--- config.mk ---
export PLATFORM = sky130hd
export DESIGN_NAME = gpio_switch_reader
export DESIGN_NICKNAME = d
export VERILOG_FILES = /design/src/rtl/gpio_sw_pkg.sv /design/src/rtl/sw_debounce_bit.sv /design/src/rtl/gpio_switch_reader.sv
export SDC_FILE = /design/constraint.sdc
export NUM_CORES = 1
export LEC_CHECK = 0
export ABC_AREA = 1
export CORE_MARGIN = 1.5
export CORE_UTILIZATION = 25
export CTS_CLUSTER_DIAMETER = 60
export DETAILED_ROUTE_END_ITERATION = 16
export PLACE_DENSITY_LB_ADDON = 0.3
export SLEW_MARGIN = 20
export SYNTH_ARGS = -nofsm -noshare
export SYNTH_HDL_FRONTEND = slang
export SYNTH_SLANG_ARGS = --single-unit
--- constraint.sdc ---
create_clock -name clock -period 4.35 [get_ports clock]
set_input_delay 0.87 -clock clock [delete_from_list [all_inputs] [get_ports clock]]
set_output_delay 0.87 -clock clock [all_outputs]
set_load 0.03 [all_outputs]
--- src/rtl/gpio_sw_pkg.sv ---
// Shared definitions for the GPIO switch reader: register offsets inside
// the 4-word read window, read FSM state encoding and the default base address.
package gpio_sw_pkg;

    localparam logic [1:0]  SW_OFF_LO  = 2'd0;
    localparam logic [1:0]  SW_OFF_HI  = 2'd1;
    localparam logic [1:0]  CHG_OFF_LO = 2'd2;
    localparam logic [1:0]  CHG_OFF_HI = 2'd3;

    localparam logic [15:0] DEFAULT_BASE_ADDR = 16'hFF00;

    typedef enum logic {
        RD_IDLE = 1'b0,
        RD_RESP = 1'b1
    } rd_state_e;

endpackage

--- src/rtl/sw_debounce_bit.sv ---
// One switch channel: 2-flop synchroniser, 2-deep sample history taken on
// each prescaler tick, debounced level and a sticky change flag.
// A debounce commit and a clear on the same edge leave the flag set.
module sw_debounce_bit (
    input  logic clock,
    input  logic reset,
    input  logic sw_raw_i,
    input  logic tick_i,
    input  logic clr_i,
    output logic stable_o,
    output logic chg_o
);

    logic       s1_q;
    logic       s2_q;
    logic [1:0] hist_q;
    logic [1:0] hist_d;
    logic       stable_q;
    logic       stable_d;
    logic       chg_q;
    logic       chg_d;
    logic       commit;

    // Next-state: shift history on tick, commit after three agreeing samples.
    always_comb begin
        commit   = 1'b0;
        hist_d   = hist_q;
        stable_d = stable_q;
        chg_d    = chg_q;
        if (tick_i) begin
            hist_d = {hist_q[0], s2_q};
            commit = (hist_q[1] == s2_q) && (hist_q[0] == s2_q) && (s2_q != stable_q);
        end
        if (commit) begin
            stable_d = s2_q;
        end
        if (commit) begin
            chg_d = 1'b1;
        end else if (clr_i) begin
            chg_d = 1'b0;
        end
    end

    // Synchroniser and debounce state registers.
    always_ff @(posedge clock) begin
        if (reset) begin
            s1_q     <= 1'b0;
            s2_q     <= 1'b0;
            hist_q   <= 2'b00;
            stable_q <= 1'b0;
            chg_q    <= 1'b0;
        end else begin
            s1_q     <= sw_raw_i;
            s2_q     <= s1_q;
            hist_q   <= hist_d;
            stable_q <= stable_d;
            chg_q    <= chg_d;
        end
    end

    assign stable_o = stable_q;
    assign chg_o    = chg_q;

endmodule

--- src/rtl/gpio_switch_reader.sv ---
// GPIO switch reader: debounces 32 board switches and exposes the stable
// levels and clear-on-read change flags on a single-cycle read bus.
// Optional interrupt output enabled by defining GPIO_SW_READER_IRQ_EN.
module gpio_switch_reader
    import gpio_sw_pkg::*;
#(
    parameter int          NUM_SW          = 32,
    parameter int          DEBOUNCE_CYCLES = 500000,
    parameter int          CNT_W           = 20,
    parameter logic [15:0] BASE_ADDR       = DEFAULT_BASE_ADDR
) (
    input  logic              clock,
    input  logic              reset,
    input  logic [NUM_SW-1:0] sw_raw,
    input  logic              rd_req,
    input  logic [15:0]       rd_addr,
    output logic [15:0]       rd_data,
    output logic              rd_valid,
    output logic [NUM_SW-1:0] sw_stable
`ifdef GPIO_SW_READER_IRQ_EN
    ,
    output logic              irq
`endif
);

    localparam logic [CNT_W-1:0] CNT_LAST = CNT_W'(DEBOUNCE_CYCLES - 1);

    logic [CNT_W-1:0]  cnt_q;
    logic [CNT_W-1:0]  cnt_d;
    logic              tick;
    logic [NUM_SW-1:0] stable_vec;
    logic [NUM_SW-1:0] chg_vec;
    logic [NUM_SW-1:0] clr_vec;
    logic [15:0]       addr_off;
    logic [1:0]        sel;
    logic              in_win;
    logic              clr_lo;
    logic              clr_hi;
    logic [15:0]       word;
    rd_state_e         state_q;
    rd_state_e         state_d;
    logic [15:0]       rd_data_q;
    logic [15:0]       rd_data_d;

    // Prescaler: one tick every DEBOUNCE_CYCLES clocks.
    always_comb begin
        tick  = (cnt_q == CNT_LAST);
        cnt_d = tick ? '0 : cnt_q + 1'b1;
    end

    // Prescaler register.
    always_ff @(posedge clock) begin
        if (reset) begin
            cnt_q <= '0;
        end else begin
            cnt_q <= cnt_d;
        end
    end

    // Low half of the flags is cleared by offset 2, high half by offset 3.
    assign clr_vec = {{(NUM_SW/2){clr_hi}}, {(NUM_SW/2){clr_lo}}};

    generate
        for (genvar gi = 0; gi < NUM_SW; gi++) begin : g_sw
            sw_debounce_bit u_bit (
                .clock    (clock),
                .reset    (reset),
                .sw_raw_i (sw_raw[gi]),
                .tick_i   (tick),
                .clr_i    (clr_vec[gi]),
                .stable_o (stable_vec[gi]),
                .chg_o    (chg_vec[gi])
            );
        end
    endgenerate

    // Address decode and register-window read mux.
    always_comb begin
        addr_off = rd_addr - BASE_ADDR;
        sel      = addr_off[1:0];
        in_win   = rd_req && (addr_off[15:2] == 14'd0);
        clr_lo   = in_win && (sel == CHG_OFF_LO);
        clr_hi   = in_win && (sel == CHG_OFF_HI);
        case (sel)
            SW_OFF_LO:  word = stable_vec[15:0];
            SW_OFF_HI:  word = stable_vec[31:16];
            CHG_OFF_LO: word = chg_vec[15:0];
            default:    word = chg_vec[31:16];
        endcase
    end

    // Read FSM next-state: every in-window request yields one response cycle.
    always_comb begin
        state_d   = state_q;
        rd_data_d = 16'h0000;
        case (state_q)
            RD_IDLE: begin
                if (in_win) begin
                    state_d   = RD_RESP;
                    rd_data_d = word;
                end
            end
            RD_RESP: begin
                if (in_win) begin
                    state_d   = RD_RESP;
                    rd_data_d = word;
                end else begin
                    state_d = RD_IDLE;
                end
            end
            default: state_d = RD_IDLE;
        endcase
    end

    // Read FSM state and response data registers.
    always_ff @(posedge clock) begin
        if (reset) begin
            state_q   <= RD_IDLE;
            rd_data_q <= 16'h0000;
        end else begin
            state_q   <= state_d;
            rd_data_q <= rd_data_d;
        end
    end

    assign rd_valid  = (state_q == RD_RESP);
    assign rd_data   = rd_data_q;
    assign sw_stable = stable_vec;

`ifdef GPIO_SW_READER_IRQ_EN
    logic irq_q;

    // Interrupt follows any pending change flag, one cycle later.
    always_ff @(posedge clock) begin
        if (reset) begin
            irq_q <= 1'b0;
        end else begin
            irq_q <= |chg_vec;
        end
    end

    assign irq = irq_q;
`endif

endmodule

**Word level (Yosys, flattened, before mapping)**

Cells that the tools add are included.
W data, S select, Z words.

- Bits in registers: 229
- Latch bits: 0
- Bits in writable memories: 0
- Memory bits (read-only): 0
- Input bits: 51
- Output and inout port bits: 49
- Memories kept: 0

- $add $sub $neg: 2
- $mul: 0
- Divide/modulo/power cells: 0
- Magnitude comparators: 0
- Equality and inequality tests: 100
- Shift operators: 0
- Muxes and demuxes: 68
- Bitwise gates (word level): 1
- Reductions and logical operators: 103

Operator list:

| kind | number |
|---|---|
| $logic_and A1 B1 Y1 | 67 |
| $mux W1 | 67 |
| $eq A1 B1 Y1 | 64 |
| $reduce_bool A2 Y1 | 32 |
| $pmux W16 S3 | 1 |
| $ne A1 B1 Y1 | 32 |
| $add A20 B1 Y20 const B | 1 |
| $eq A20 B19 Y1 const B | 1 |
| $sub A16 B16 Y16 const B | 1 |
| $logic_not A14 Y1 | 1 |
| $eq A2 B2 Y1 const B | 2 |
| $reduce_or A2 Y1 | 2 |
| $eq A2 B1 Y1 const B | 1 |
| $logic_not A2 Y1 | 1 |
| $not A1 Y1 | 1 |

**Longest topological paths before layout**

- Depth after elaboration: 6
- Depth in mapped cells: 10
- Mapped depth without buffers: 10

**Modules after synthesis**

From an unflattened synthesis, not the netlist that was laid out.

- Cells, all modules: 1,514
- Area, all modules: 10,162.2 µm²

By module, submodules not included:

| module | instances | cells an instance | area an instance (µm²) | seq. area each (µm²) |
|---|---|---|---|---|
| sw_debounce_bit | 32 | 38 | 256.5 | 120.1 |
| gpio_switch_reader | 1 | 298 | 1,954.4 | 740.7 |

**Least setup slack after synthesis**

OpenSTA, ideal clock, no wires.

- Path kind: input to register
- Start: input port reset
- End: register rd_data_q[10], in the netlist rd_data[10]
- Library setup time: 0.128 ns
- Arrival time: 1.797 ns
- Data required time: 4.222 ns
- Slack: 2.426 ns
- Stages: 5
- Path through: buf_2 > clkinv_1 > nand3_1 > clkbuf_1 > nor2_1

- Longest elaborated chain between the ends: 1

RTL lines:

| element | RTL line | source |
|---|---|---|
| start: declaration | gpio_switch_reader.sv:13 | `input logic reset,` |
| $reduce_or A2 Y1 (no source line) | n/a |  |
| end signal: assignment | gpio_switch_reader.sv:122 | `rd_data_q <= rd_data_d;` |
| end: declaration | gpio_switch_reader.sv:42 | `logic [15:0] rd_data_q;` |

Every way passes these cells.
A chain may end at the register's enable or synchronous reset.

**Worst setup path in the final report**

- Start: register g_sw[4].u_bit.stable_q
- End: output port sw_stable[4]

RTL lines:

| element | RTL line | source |
|---|---|---|
| start: declaration | sw_debounce_bit.sv:18 | `logic stable_q;` |
| start signal: assignment | sw_debounce_bit.sv:56 | `stable_q <= stable_d;` |
| end: declaration | gpio_switch_reader.sv:19 | `output logic [NUM_SW-1:0] sw_stable` |

No word-level cell between the ends.

==> reports/results.ini <==
[sta]
fin_crit_sh = 0.617
slew-limit-headroom = 0.412
setup_viol = 0
rsz0062_at_grt = false
fin_crit_ns = 2.68
worst_slew_pin_slew_ns = 0.881
slew_violations = 0
final-hold-violation-count = 0
setup_ws_ns = 1.67
fmax_mhz = 373
clock-skew-final_ns = 0.0142
tns_ns = 0

[route]
viasPerCell = 4.22
wire_per_inst_um = 12.4
initialDrtViolationCount = 393
drc = 0
vias = 8033
firstDrtPassIters = 6
routed_wl_um = 23500
antenna_left = 0

[die]
die_h_um = 197
start_util = 0.256
core_mm2 = 0.0369
dieArea_mm2 = 0.0389
die_x_um = 197
num_io_pins = 100
rows = 70

[grt]
grt_pass1_vias = 7464
grt_max_degree = 90
grt_usage = 0.120
grt-ovfl-total = 0
antenna_found_initial = 0
grt_pass1_wl_um = 38100

[logic_synthesis]
yosysMostFrequentCell = nor2_1
dominantRegCellSynth = dfxtp_1
avgSynthCellArea_um2 = 7.09
ys_warn_count = 0
syn_inst = 1330
syn_area_mm2 = 0.00944
ys_types = 25
ys_ff_latch = 229
synth_area_leaders = dfxtp_1, nor2_1, nand2_1, inv_1, a21oi_1
synth_common_cells = nor2_1, nand2_1, dfxtp_1
yosysSeqAreaShare = 0.486
synth_edf_count = 0
syn-num-nets = 1382
yosysTopAreaCell = dfxtp_1
ys_async_sr_fraction = 0
synth_top_area_frac = 0.486

[pwr]
power.density_mw_per_mm2 = 400
p_leak_nw = 4.28
worst_ir_drop_vdd_mv = 0.182

[critical_path]
setup.worst_path.class = reg -> out
rrSetupSlack_ns = 1.91
cpPeakStageDelay_ns = 0.78
path_cells = clkdlybuf4s50_1
arrival_ns = 1.81
end_kind = primary output
worstPathRequired_ns = 3.48
critPathTopFamily = buffers and inverters
cpMaxStageDelayCell = clkdlybuf4s50_1
critPathLaunchType = flip-flop
crit_fanout = 5
crit_buf_inv = 1

[layout]
fillerInstances = 3942
multi_input_area_mm2 = 0.00376
regArea_mm2 = 0.00458
syn_to_final_growth_pct = 22.2
antenna_cells = 0
layout.nets = 1433
drive_gt1_frac = 0.0443

[clock_network]
post_cts_buffers = 0
cts_resized = 0
clock_path_buffers = 3
cts_sinks = 229
ctsHoldBuffers = 0
htreeDepth = 1
clock_latency_ns = 0.54
cts_tree = built
clkTransAtPathRegs_ns = 0.06
root_buffer = clkbuf_16
cts_buffers = 28

[placement]
dp_hpwl_um = 16000
dp_slack_ns = 1.40
gp_congestion = 0.792
port_buffers = 99

[run_status]
outcome = finished clean

[job]
drv_cap = 0

[min_path]
hold_path_class = reg -> reg

## routing by layer
layer / global-route usage / up-vias / part of all wire
li1: - / 4235 / -
met1: 0.160 / 3604 / 0.48
met2: 0.195 / 169 / 0.44
met3: 0.0295 / 25 / 0.069
met4: 0.0271 / 0 / 0.014
met5: 0 / - / 0
## area by class of cell
class	instances	area share
timing repair buffer	106	0.0903
multi-input combinational	862	0.326
tap	504	0.0547
inverter	154	0.0502
clock buffer	37	0.0672
clock inverter	12	0.0139
sequential	229	0.398
## sequential cells by signal, indices dropped and copies added, names as in the netlist
| register | count |
|---|---|
| cnt_q | 20 |
| g_sw.u_bit.chg_o | 32 |
| g_sw.u_bit.hist_q | 64 |
| g_sw.u_bit.s1_q | 32 |
| g_sw.u_bit.s2_q | 32 |
| g_sw.u_bit.stable_o | 32 |
| rd_data | 16 |
| rd_valid | 1 |
## path summary, 6_finish.rpt
check                                           start                              endpoint  cells past startpoint
hold reg to reg         g_sw[7].u_bit.s1_q$_SDFF_PP0_         g_sw[7].u_bit.s2_q$_SDFF_PP0_                      2
setup reg to reg                  cnt_q[0]$_SDFF_PP0_  g_sw[7].u_bit.hist_q[0]$_SDFFE_PP0P_                      9
hold / removal          g_sw[7].u_bit.s1_q$_SDFF_PP0_         g_sw[7].u_bit.s2_q$_SDFF_PP0_                      2
setup / recovery  g_sw[4].u_bit.stable_o$_SDFFE_PP0P_                          sw_stable[4]                      1
## placed cells by master, fill, tap and decap left out, types with 28 or more instances in the layout
master / n
inv_1: 152
nand3_1: 59
nand4_1: 37
nand2_1: 243
a21oi_1: 90
clkbuf_16: 28
nor2_1: 331
o21ai_1: 50
clkdlybuf4s50_1: 98
dfxtp_1: 229
## report_power, final
| group | leakage, nW | internal, W | switching (W) |
|---|---|---|---|
| clock network | 0.457 | 0.00143 | 0.000886 |
| logic | 1.97 | 0.0000706 | 0.0000842 |
| registers | 1.86 | 0.00213 | 0.0000187 |
## per-stage QoR
stage / total power (W) / instances / cell area, um^2 / hold WS, ns / utilization
after floorplan: 0.00227 / 1330 / 9440 / 0.388 / -
after global placement: 0.00235 / 1855 / 10600 / 0.394 / 0.287
after detailed placement: 0.00235 / 1855 / 10600 / 0.394 / 0.287
after CTS: 0.00470 / 1904 / 11500 / 0.403 / 0.313
after global routing: 0.00481 / 1904 / 11500 / 0.418 / 0.313
final: 0.00461 / 1904 / 11500 / 0.397 / 0.313
## cells by family (layout without fill, tap and decap cells)
| group | count (synthesis) | count (layout) | share of synthesized area |
|---|---|---|---|
| flip-flops | 229 | 229 | 0.486 |
| XOR/XNOR | 7 | 7 | 0.00650 |
| AND/OR/NAND/NOR | 684 | 684 | 0.295 |
| buffers and inverters | 239 | 309 | 0.117 |
| adder cells (fa/ha/maj) | 1 | 1 | 0.00133 |
| AO/OA/AOI/OAI | 170 | 170 | 0.0942 |
No activity file was read; power rests on OpenSTA's default activity.
